$ cat config.mk
export PLATFORM = sky130hd
export DESIGN_NAME = csa_stream_accumulator
export DESIGN_NICKNAME = d
export VERILOG_FILES = /design/src/rtl/csa_pkg.sv /design/src/rtl/csa_row.sv /design/src/rtl/csa_stream_accumulator.sv
export SDC_FILE = /design/constraint.sdc
export NUM_CORES = 1
export LEC_CHECK = 0
export ABC_CLOCK_PERIOD_IN_PS = 4150
export CAP_MARGIN = 10
export CORE_UTILIZATION = 60
export CTS_BUF_LIST = sky130_fd_sc_hd__clkbuf_2 sky130_fd_sc_hd__clkbuf_4 sky130_fd_sc_hd__clkbuf_8
export DETAILED_ROUTE_END_ITERATION = 12
export HOLD_SLACK_MARGIN = 0.1
export PLACE_DENSITY = 0.86
export SLEW_MARGIN = 20
export SYNTH_ARGS = -nofsm -noshare
export SYNTH_HDL_FRONTEND = slang
export SYNTH_SLANG_ARGS = --single-unit
$ cat constraint.sdc
create_clock -name clk -period 4.15 [get_ports clk]
set_clock_uncertainty 0.1 [all_clocks]
set_input_delay 1.245 -clock clk [delete_from_list [all_inputs] [get_ports clk]]
set_output_delay 1.245 -clock clk [all_outputs]
set_load 0.03 [all_outputs]
$ cat src/rtl/csa_pkg.sv
// Shared types and helpers for the carry-save stream accumulator.
package csa_pkg;

  typedef enum logic [1:0] {
    IDLE    = 2'd0,
    ACCUM   = 2'd1,
    RESOLVE = 2'd2,
    OUTPUT  = 2'd3
  } acc_state_t;

  function automatic int unsigned nchunks(input int unsigned acc_w, input int unsigned chunk);
    return acc_w / chunk;
  endfunction

endpackage

$ cat src/rtl/csa_row.sv
// Row of N independent 3:2 compressors; carry_o is pre-shifted (carry_o[0] is always 0).
module csa_row #(
  parameter int unsigned N = 68
) (
  input  logic [N-1:0] a_i,
  input  logic [N-1:0] b_i,
  input  logic [N-1:0] c_i,
  output logic [N-1:0] sum_o,
  output logic [N:0]   carry_o
);

  always_comb begin
    sum_o      = a_i ^ b_i ^ c_i;
    carry_o    = '0;
    carry_o[N:1] = (a_i & b_i) | (a_i & c_i) | (b_i & c_i);
  end

endmodule

$ cat src/rtl/csa_stream_accumulator.sv
// Accumulates a packet of operands in carry-save form, then resolves the total
// with a CHUNK-bit ripple of the final carry-propagate add, one chunk per cycle.
module csa_stream_accumulator
  import csa_pkg::*;
#(
  parameter int unsigned W     = 64,
  parameter int unsigned G     = 4,
  parameter int unsigned CHUNK = 17
) (
  input  logic           clk,
  input  logic           rst_n,
  input  logic           in_valid,
  output logic           in_ready,
  input  logic [W-1:0]   in_data,
  input  logic           in_last,
  output logic           out_valid,
  input  logic           out_ready,
  output logic [W+G-1:0] out_data,
  output logic           out_ovf
);

  localparam int unsigned ACC_W = W + G;
  localparam int unsigned NCH   = nchunks(ACC_W, CHUNK);
  localparam int unsigned KW    = (NCH > 1) ? $clog2(NCH) : 1;
  localparam int unsigned CW    = G + 1;
  localparam logic [CW-1:0] CNT_SAT = CW'(2 ** G + 1);
  localparam logic [CW-1:0] CNT_OVF = CW'(2 ** G);

  if ((ACC_W % CHUNK) != 0) begin : g_bad_chunk
    $error("csa_stream_accumulator: ACC_W must be a multiple of CHUNK");
  end

  acc_state_t       state_q, state_d;
  logic [ACC_W-1:0] s_q, c_q, res_q, res_d, out_q;
  logic [CW-1:0]    cnt_q;
  logic [KW-1:0]    k_q;
  logic             cy_q, ovf_q;

  logic             beat, last_chunk;
  logic [ACC_W-1:0] x, row_sum;
  logic [ACC_W:0]   row_carry;
  logic [CHUNK:0]   chunk_sum;
  logic             unused_carry_out;

  assign x                = {{G{1'b0}}, in_data};
  assign in_ready         = ((state_q == IDLE) || (state_q == ACCUM)) && rst_n;
  assign beat             = in_valid && in_ready;
  assign last_chunk       = (k_q == KW'(NCH - 1));
  assign unused_carry_out = row_carry[ACC_W];

  assign out_valid = (state_q == OUTPUT);
  assign out_data  = out_q;
  assign out_ovf   = ovf_q;

  csa_row #(
    .N(ACC_W)
  ) u_row (
    .a_i    (s_q),
    .b_i    (c_q),
    .c_i    (x),
    .sum_o  (row_sum),
    .carry_o(row_carry)
  );

  always_comb begin
    chunk_sum = {1'b0, s_q[k_q*CHUNK +: CHUNK]} + {1'b0, c_q[k_q*CHUNK +: CHUNK]}
              + {{CHUNK{1'b0}}, cy_q};
    res_d = res_q;
    res_d[k_q*CHUNK +: CHUNK] = chunk_sum[CHUNK-1:0];
  end

  always_comb begin
    state_d = state_q;
    unique case (state_q)
      IDLE, ACCUM: if (beat) state_d = in_last ? RESOLVE : ACCUM;
      RESOLVE:     if (last_chunk) state_d = OUTPUT;
      OUTPUT:      if (out_ready) state_d = IDLE;
    endcase
  end

  always_ff @(posedge clk) begin
    if (!rst_n) begin
      state_q <= IDLE;
      s_q     <= '0;
      c_q     <= '0;
      res_q   <= '0;
      out_q   <= '0;
      cnt_q   <= '0;
      k_q     <= '0;
      cy_q    <= 1'b0;
      ovf_q   <= 1'b0;
    end else begin
      state_q <= state_d;
      unique case (state_q)
        IDLE: begin
          if (beat) begin
            s_q   <= x;
            c_q   <= '0;
            cnt_q <= CW'(1);
          end
        end
        ACCUM: begin
          if (beat) begin
            s_q <= row_sum;
            c_q <= row_carry[ACC_W-1:0];
            if (cnt_q != CNT_SAT) cnt_q <= cnt_q + CW'(1);
          end
        end
        RESOLVE: begin
          res_q <= res_d;
          cy_q  <= chunk_sum[CHUNK];
          k_q   <= k_q + KW'(1);
          // Publish only a fully resolved word so out_data holds the previous result meanwhile.
          if (last_chunk) begin
            out_q <= res_d;
            ovf_q <= (cnt_q > CNT_OVF);
          end
        end
        OUTPUT: ;
      endcase
      if (beat && in_last) begin
        k_q  <= '0;
        cy_q <= 1'b0;
      end
    end
  end

endmodule

==> flow_summary.json, run 1 <==
{
  "ys_ff_latch": 282,
  "synth_edf_count": 0,
  "synth_nets": 1932,
  "grt-busiest-layer": "met2",
  "wirelength_mm": 40.40,
  "area_growth_pct": 16.87,
  "portBuffers": 139,
  "r2r-end": "res_q[44]",
  "die-height_um": 158.7,
  "antenna_found_initial": 0,
  "endpoint_kind": "flop",
  "cp.arrival_ns": 3.90,
  "final_layout_size_suffix_gt1_share_pct": 8.578,
  "fmax_mhz": 279.1,
  "cts_sinks": 282,
  "grtUsageMet3_pct": 6.124,
  "ff_latch_area_um2": 5648,
  "cap_violations": 0,
  "setup-tns-final_ns": 0,
  "hold_depth": 2,
  "nNetsFinal": 2010,
  "power_mw": 6.184,
  "syn_area_per_cell_um2": 8.324,
  "ff2ff_path_depth": 11,
  "regToRegStartpoint": "k_q[0]",
  "multi_input_area_um2": 7800,
  "die_x_um": 158.7,
  "ir_drop_uv": 238.6,
  "cts_buffer_depth": 3,
  "leakage_nw": 6.229,
  "hold_viol": 0,
  "status": "completed",
  "n_fill_cell": 1749,
  "async_flop_share_pct": 0,
  "htree_levels": 2,
  "synth.distinct_cells": 57,
  "start_util_pct": 61.99,
  "min_period_ns": 3.582,
  "wl_per_cell_um": 18.39,
  "design.core.area_um2": 23750,
  "dr.first_iter.drc_count": 1425,
  "rsz0062_at_grt": "no",
  "layout_commonest_cell": "dfxtp_1",
  "cts_tree": "yes",
  "rows": 56,
  "clock_latency_ns": 0.57,
  "path_class": "reg2reg",
  "cp.required_ns": 4.47,
  "grt_pass1_wl_mm": 64.89,
  "finalMaxSlewViolations": 0,
  "cts_setup_buffers": 0,
  "setup-violations-final": 0,
  "io_pins": 140,
  "num_vias": 13460,
  "grtUsageTotal_pct": 32.96,
  "grt_util_met1_pct": 43.53,
  "clk_pin_slew_ns": 0.06,
  "worstSetupStartpointType": "flop",
  "fin_util_pct": 72.45,
  "drc_errors": 0,
  "slew_headroom_pct": 36.34,
  "clock_tree.root_cell": "clkbuf_8",
  "synth-main-ff-cell": "dfxtp_1",
  "mostFrequentLayoutCells": "dfxtp_1, nor2_1, inv_1",
  "syn_area_um2": 14730,
  "cp_max_fo": 24,
  "dpl.hpwl_mm": 28.10,
  "synthCells": 1769,
  "grt_pass1_vias": 12710,
  "final.period_utilization_pct": 86.32,
  "worstMarginPinSlew_ns": 0.9527,
  "overflow": 0,
  "min_from": "res_q[31]",
  "cts-buffers-inserted": 46,
  "insertedDiodeCount": 0,
  "grt_start_max_net_pins": 139,
  "hold_path_class": "reg2reg",
  "holdBufCountCts": 0,
  "ff2ff_setup_slack_ns": 0.57,
  "synth_seq_area_share_pct": 38.34,
  "cts_resized": 0,
  "worstHoldEndpoint": "res_q[31]",
  "synth-warning-count": 0,
  "die_area_um2": 25170,
  "use_met2_pct": 54.41,
  "dr.pass1.iters": 6,
  "power_density_nw_per_um2": 359.3,
  "drt-vias-per-instance": 6.127,
  "ant_nets": 0,
  "gp_congestion": 0.8875
}
[where the power goes]
| group | switching (mW) | total [mW] | internal, mW |
|---|---|---|---|
| clock network | 1.11 | 2.48 | 1.37 |
| logic | 0.517 | 0.825 | 0.309 |
| registers | 0.0818 | 2.88 | 2.80 |
[sequential cells by signal, summed over array words and instances, names as in the netlist]
name / flops
c_q: 67
cnt_q: 5
cy_q: 1
k_q: 2
out_data: 68
out_ovf: 1
res_q: 68
s_q: 68
state_q: 2
[area by class of cell]
| type | instances | share of cell area, % |
|---|---|---|
| multi-input cells | 1147 | 45.33 |
| well taps | 319 | 2.319 |
| flip-flops and latches | 282 | 32.82 |
| clock buffers | 73 | 5.220 |
| clock inverters | 5 | 0.2181 |
| inverters | 209 | 4.573 |
| repair buffers | 161 | 9.524 |
[critical path, cell delays in order, from the launching register on]
cell     delay [ns]
dfxtp_2        0.56
buf_12         0.24
mux4_2         0.32
fa_1           0.42
inv_1          0.10
fa_1           0.21
nor2b_1        0.08
o31a_1         0.28
o21ai_1        0.33
o21ai_1        0.12
xnor2_1        0.49
o21ai_0        0.18
[worst max-delay path by stage]
stage / from / end / slack [ns] / depth (start not counted)
finish: k_q[0] / res_q[44] / 0.57 / 11
global route: k_q[0] / out_data[27] / 0.28 / 9
CTS: k_q[0] / res_q[44] / 0.57 / 11
detailed placement: k_q[0] / res_q[44] / 0.58 / 11
global placement: k_q[0] / out_data[27] / 0.64 / 11
floorplan: k_q[1] / out_data[10] / 0.61 / 15
[Yosys cell counts, types with 9 or more instances]
library cell	count	area (um^2)
clkbuf_1	91	341.6
a211oi_1	33	247.7
nand2_1	73	274.0
a32oi_1	16	140.1
o21ai_0	87	435.4
buf_1	20	75.07
buf_2	18	90.09
fa_1	65	1301
o21ai_1	61	305.3
dfxtp_1	282	5645
a22oi_1	16	120.1
a22o_1	12	105.1
ha_1	29	362.9
o22ai_1	12	75.07
xnor2_1	9	78.83
nor2_1	230	863.3
and3_1	11	68.82
nor3_1	78	390.4
inv_1	209	784.5
mux4_2	33	743.2
nand3_1	97	485.5
a21oi_1	194	970.9
[metrics by stage]
step / instances / worst slack, ns / hold slack [ns] / cell area, um^2
detailed placement: 2118 / 0.5801 / 0.3346 / 16270
global route: 2196 / 0.2831 / 0.3667 / 17210
global placement: 2118 / 0.6410 / 0.3252 / 16270
floorplan: 1769 / 0.6114 / 0.3168 / 14730
finish: 2196 / 0.5677 / 0.3482 / 17210
CTS: 2196 / 0.5681 / 0.3490 / 17210
[kinds of logic (layout without fill, tap and decap cells)]
group / Yosys count / in the layout / share of synthesized area, %
fa+ha+maj: 94 / 94 / 11.30
flops: 282 / 282 / 38.34
xor+xnor: 17 / 17 / 1.164
mux: 36 / 36 / 5.285
simple gates: 524 / 524 / 15.81
buf+inv: 340 / 448 / 8.896
compound gates: 476 / 476 / 19.20
[per-layer routing]
| metal | vias to the layer above | share of wire, % |
|---|---|---|
| met4 | 0 | 2.9 |
| li1 | 6191 | - |
| met3 | 99 | 9.3 |
| met5 | - | 0 |
| met1 | 6485 | 40 |
| met2 | 680 | 47 |
No activity file was read; power rests on OpenSTA's default activity.
==> run 2: changes to the inputs <==
--- a/config.mk
+++ b/config.mk
@@ -7,11 +7,11 @@
 export LEC_CHECK = 0
 export ABC_CLOCK_PERIOD_IN_PS = 4150
 export CAP_MARGIN = 10
-export CORE_UTILIZATION = 60
+export CORE_UTILIZATION = 50
 export CTS_BUF_LIST = sky130_fd_sc_hd__clkbuf_2 sky130_fd_sc_hd__clkbuf_4 sky130_fd_sc_hd__clkbuf_8
 export DETAILED_ROUTE_END_ITERATION = 12
 export HOLD_SLACK_MARGIN = 0.1
-export PLACE_DENSITY = 0.86
+export PLACE_DENSITY = 0.74
 export SLEW_MARGIN = 20
 export SYNTH_ARGS = -nofsm -noshare
 export SYNTH_HDL_FRONTEND = slang
==> flow_summary.json, run 2 (synthesized netlist as in run 1, its figures left out) <==
{
  "antenna_found_initial": 0,
  "wl_per_cell_um": 17.44,
  "cts-buffers-inserted": 49,
  "slew_headroom_pct": 28.41,
  "ir_drop_uv": 213.7,
  "cts_tree": "yes",
  "drc_errors": 0,
  "cts_buffer_depth": 3,
  "ant_nets": 0,
  "worstSetupStartpointType": "input port",
  "startpoint": "rst_n",
  "wirelength_mm": 39.54,
  "io_pins": 140,
  "holdBufCountCts": 0,
  "setup-tns-final_ns": 0,
  "cp.arrival_ns": 2.36,
  "setup-violations-final": 0,
  "grtUsageTotal_pct": 26.17,
  "regToRegStartpoint": "k_q[0]",
  "ff2ff_path_depth": 12,
  "cts_sinks": 282,
  "use_met2_pct": 40.61,
  "clk_pin_slew_ns": 0.06,
  "num_vias": 13030,
  "n_fill_cell": 2520,
  "grt_pass1_vias": 12080,
  "place_ws_ns": 0.4412,
  "die_x_um": 173.6,
  "path_class": "in2out",
  "fmax_mhz": 269.7,
  "leakage_nw": 6.292,
  "finalMaxSlewViolations": 0,
  "grt-busiest-layer": "met2",
  "endpoint_kind": "output port",
  "overflow": 0,
  "clock_tree.root_cell": "clkbuf_8",
  "finalNonFillerCells": 2267,
  "clock_latency_ns": 0.58,
  "insertedDiodeCount": 0,
  "worstMarginPinSlew_ns": 1.074,
  "hold_path_class": "reg2reg",
  "dr.pass1.iters": 7,
  "layout_commonest_cell": "dfxtp_1",
  "endpoint": "in_ready",
  "r2r-end": "res_q[10]",
  "area_growth_pct": 18.30,
  "die-height_um": 173.6,
  "cts_resized": 0,
  "cp_max_fo": 3,
  "crit_buf_inv": 2,
  "hold_viol": 0,
  "cts_setup_buffers": 0,
  "rows": 62,
  "fin_ws_ns": 0.4428,
  "drt-vias-per-instance": 5.745,
  "nNetsFinal": 2008,
  "design.core.area_um2": 28860,
  "grt_pass1_wl_mm": 63.85,
  "worst_path_max_delay_cell": "clkdlybuf4s50_1",
  "cap_violations": 0,
  "cp.required_ns": 2.80,
  "dpl.hpwl_mm": 27.31,
  "grt_util_met1_pct": 38.12,
  "cp_top_family": "buffers and inverters",
  "dr.first_iter.drc_count": 1096,
  "ff2ff_setup_slack_ns": 0.58,
  "grtUsageMet3_pct": 3.706,
  "placed_cells": 2178,
  "portBuffers": 139,
  "min_period_ns": 3.707,
  "gp_congestion": 0.8684,
  "start_util_pct": 51.03,
  "die_area_um2": 30140,
  "final.period_utilization_pct": 89.33,
  "rsz0062_at_grt": "no",
  "grt_start_max_net_pins": 116,
  "cp_slowest_stage_delay_ns": 0.74,
  "mostFrequentLayoutCells": "dfxtp_1, nor2_1, inv_1",
  "cp.depth": 3,
  "crit_path_cell_trace": "buf_4 > nor2b_1 > clkdlybuf4s50_1",
  "final_layout_size_suffix_gt1_share_pct": 8.816,
  "status": "completed",
  "power_density_nw_per_um2": 372.8,
  "htree_levels": 2
}
run 2: metal layers:
| layer | vias up | part of all wire [%] |
|---|---|---|
| met1 | 6247 | 45 |
| met3 | 70 | 7.2 |
| li1 | 6190 | - |
| met5 | - | 0 |
| met2 | 518 | 45 |
| met4 | 0 | 2.1 |
run 2: final cells by class:
cell class / instances / area, um^2 / share of cell area (%)
clock buffers: 80 / 1020 / 5.854
clock inverters: 9 / 93.84 / 0.5387
inverters: 209 / 787.0 / 4.518
multi-input cells: 1147 / 7800 / 44.77
flip-flops and latches: 282 / 5648 / 32.42
well taps: 384 / 480.5 / 2.758
repair buffers: 156 / 1592 / 9.136
run 2: tightest hold or removal path: cells and delay by family, from the launching register on:
kind / cells / cell delay (ns)
compound gates: 1 / 0.05
flops: 1 / 0.31
simple gates: 1 / 0.05
run 2: worst min path at each step:
| stage | start | endpoint | slack [ns] | depth (start not counted) |
|---|---|---|---|---|
| after global placement | res_q[65] | res_q[65] | 0.33 | 2 |
| after detailed placement | res_q[66] | res_q[66] | 0.34 | 2 |
| final | res_q[66] | res_q[66] | 0.34 | 2 |
| after floorplan | res_q[14] | res_q[14] | 0.32 | 2 |
| after CTS | res_q[66] | res_q[66] | 0.35 | 2 |
| after global routing | res_q[15] | res_q[15] | 0.37 | 2 |
run 2: per-stage QoR:
| step | utilization [%] | hold WS (ns) | total power [mW] | cell area, um^2 |
|---|---|---|---|---|
| floorplan | - | 0.3168 | 3.459 | 14730 |
| global placement | 56.51 | 0.3255 | 3.701 | 16310 |
| detailed placement | 56.51 | 0.3375 | 3.734 | 16310 |
| CTS | 60.37 | 0.3460 | 6.517 | 17420 |
| global route | 60.37 | 0.3735 | 6.751 | 17420 |
| finish | 60.37 | 0.3441 | 6.495 | 17420 |
run 2: where the power goes:
group	internal, mW	switching [mW]
registers	2.80	0.0727
logic	0.300	0.515
clock network	1.63	1.19
total	4.72	1.77
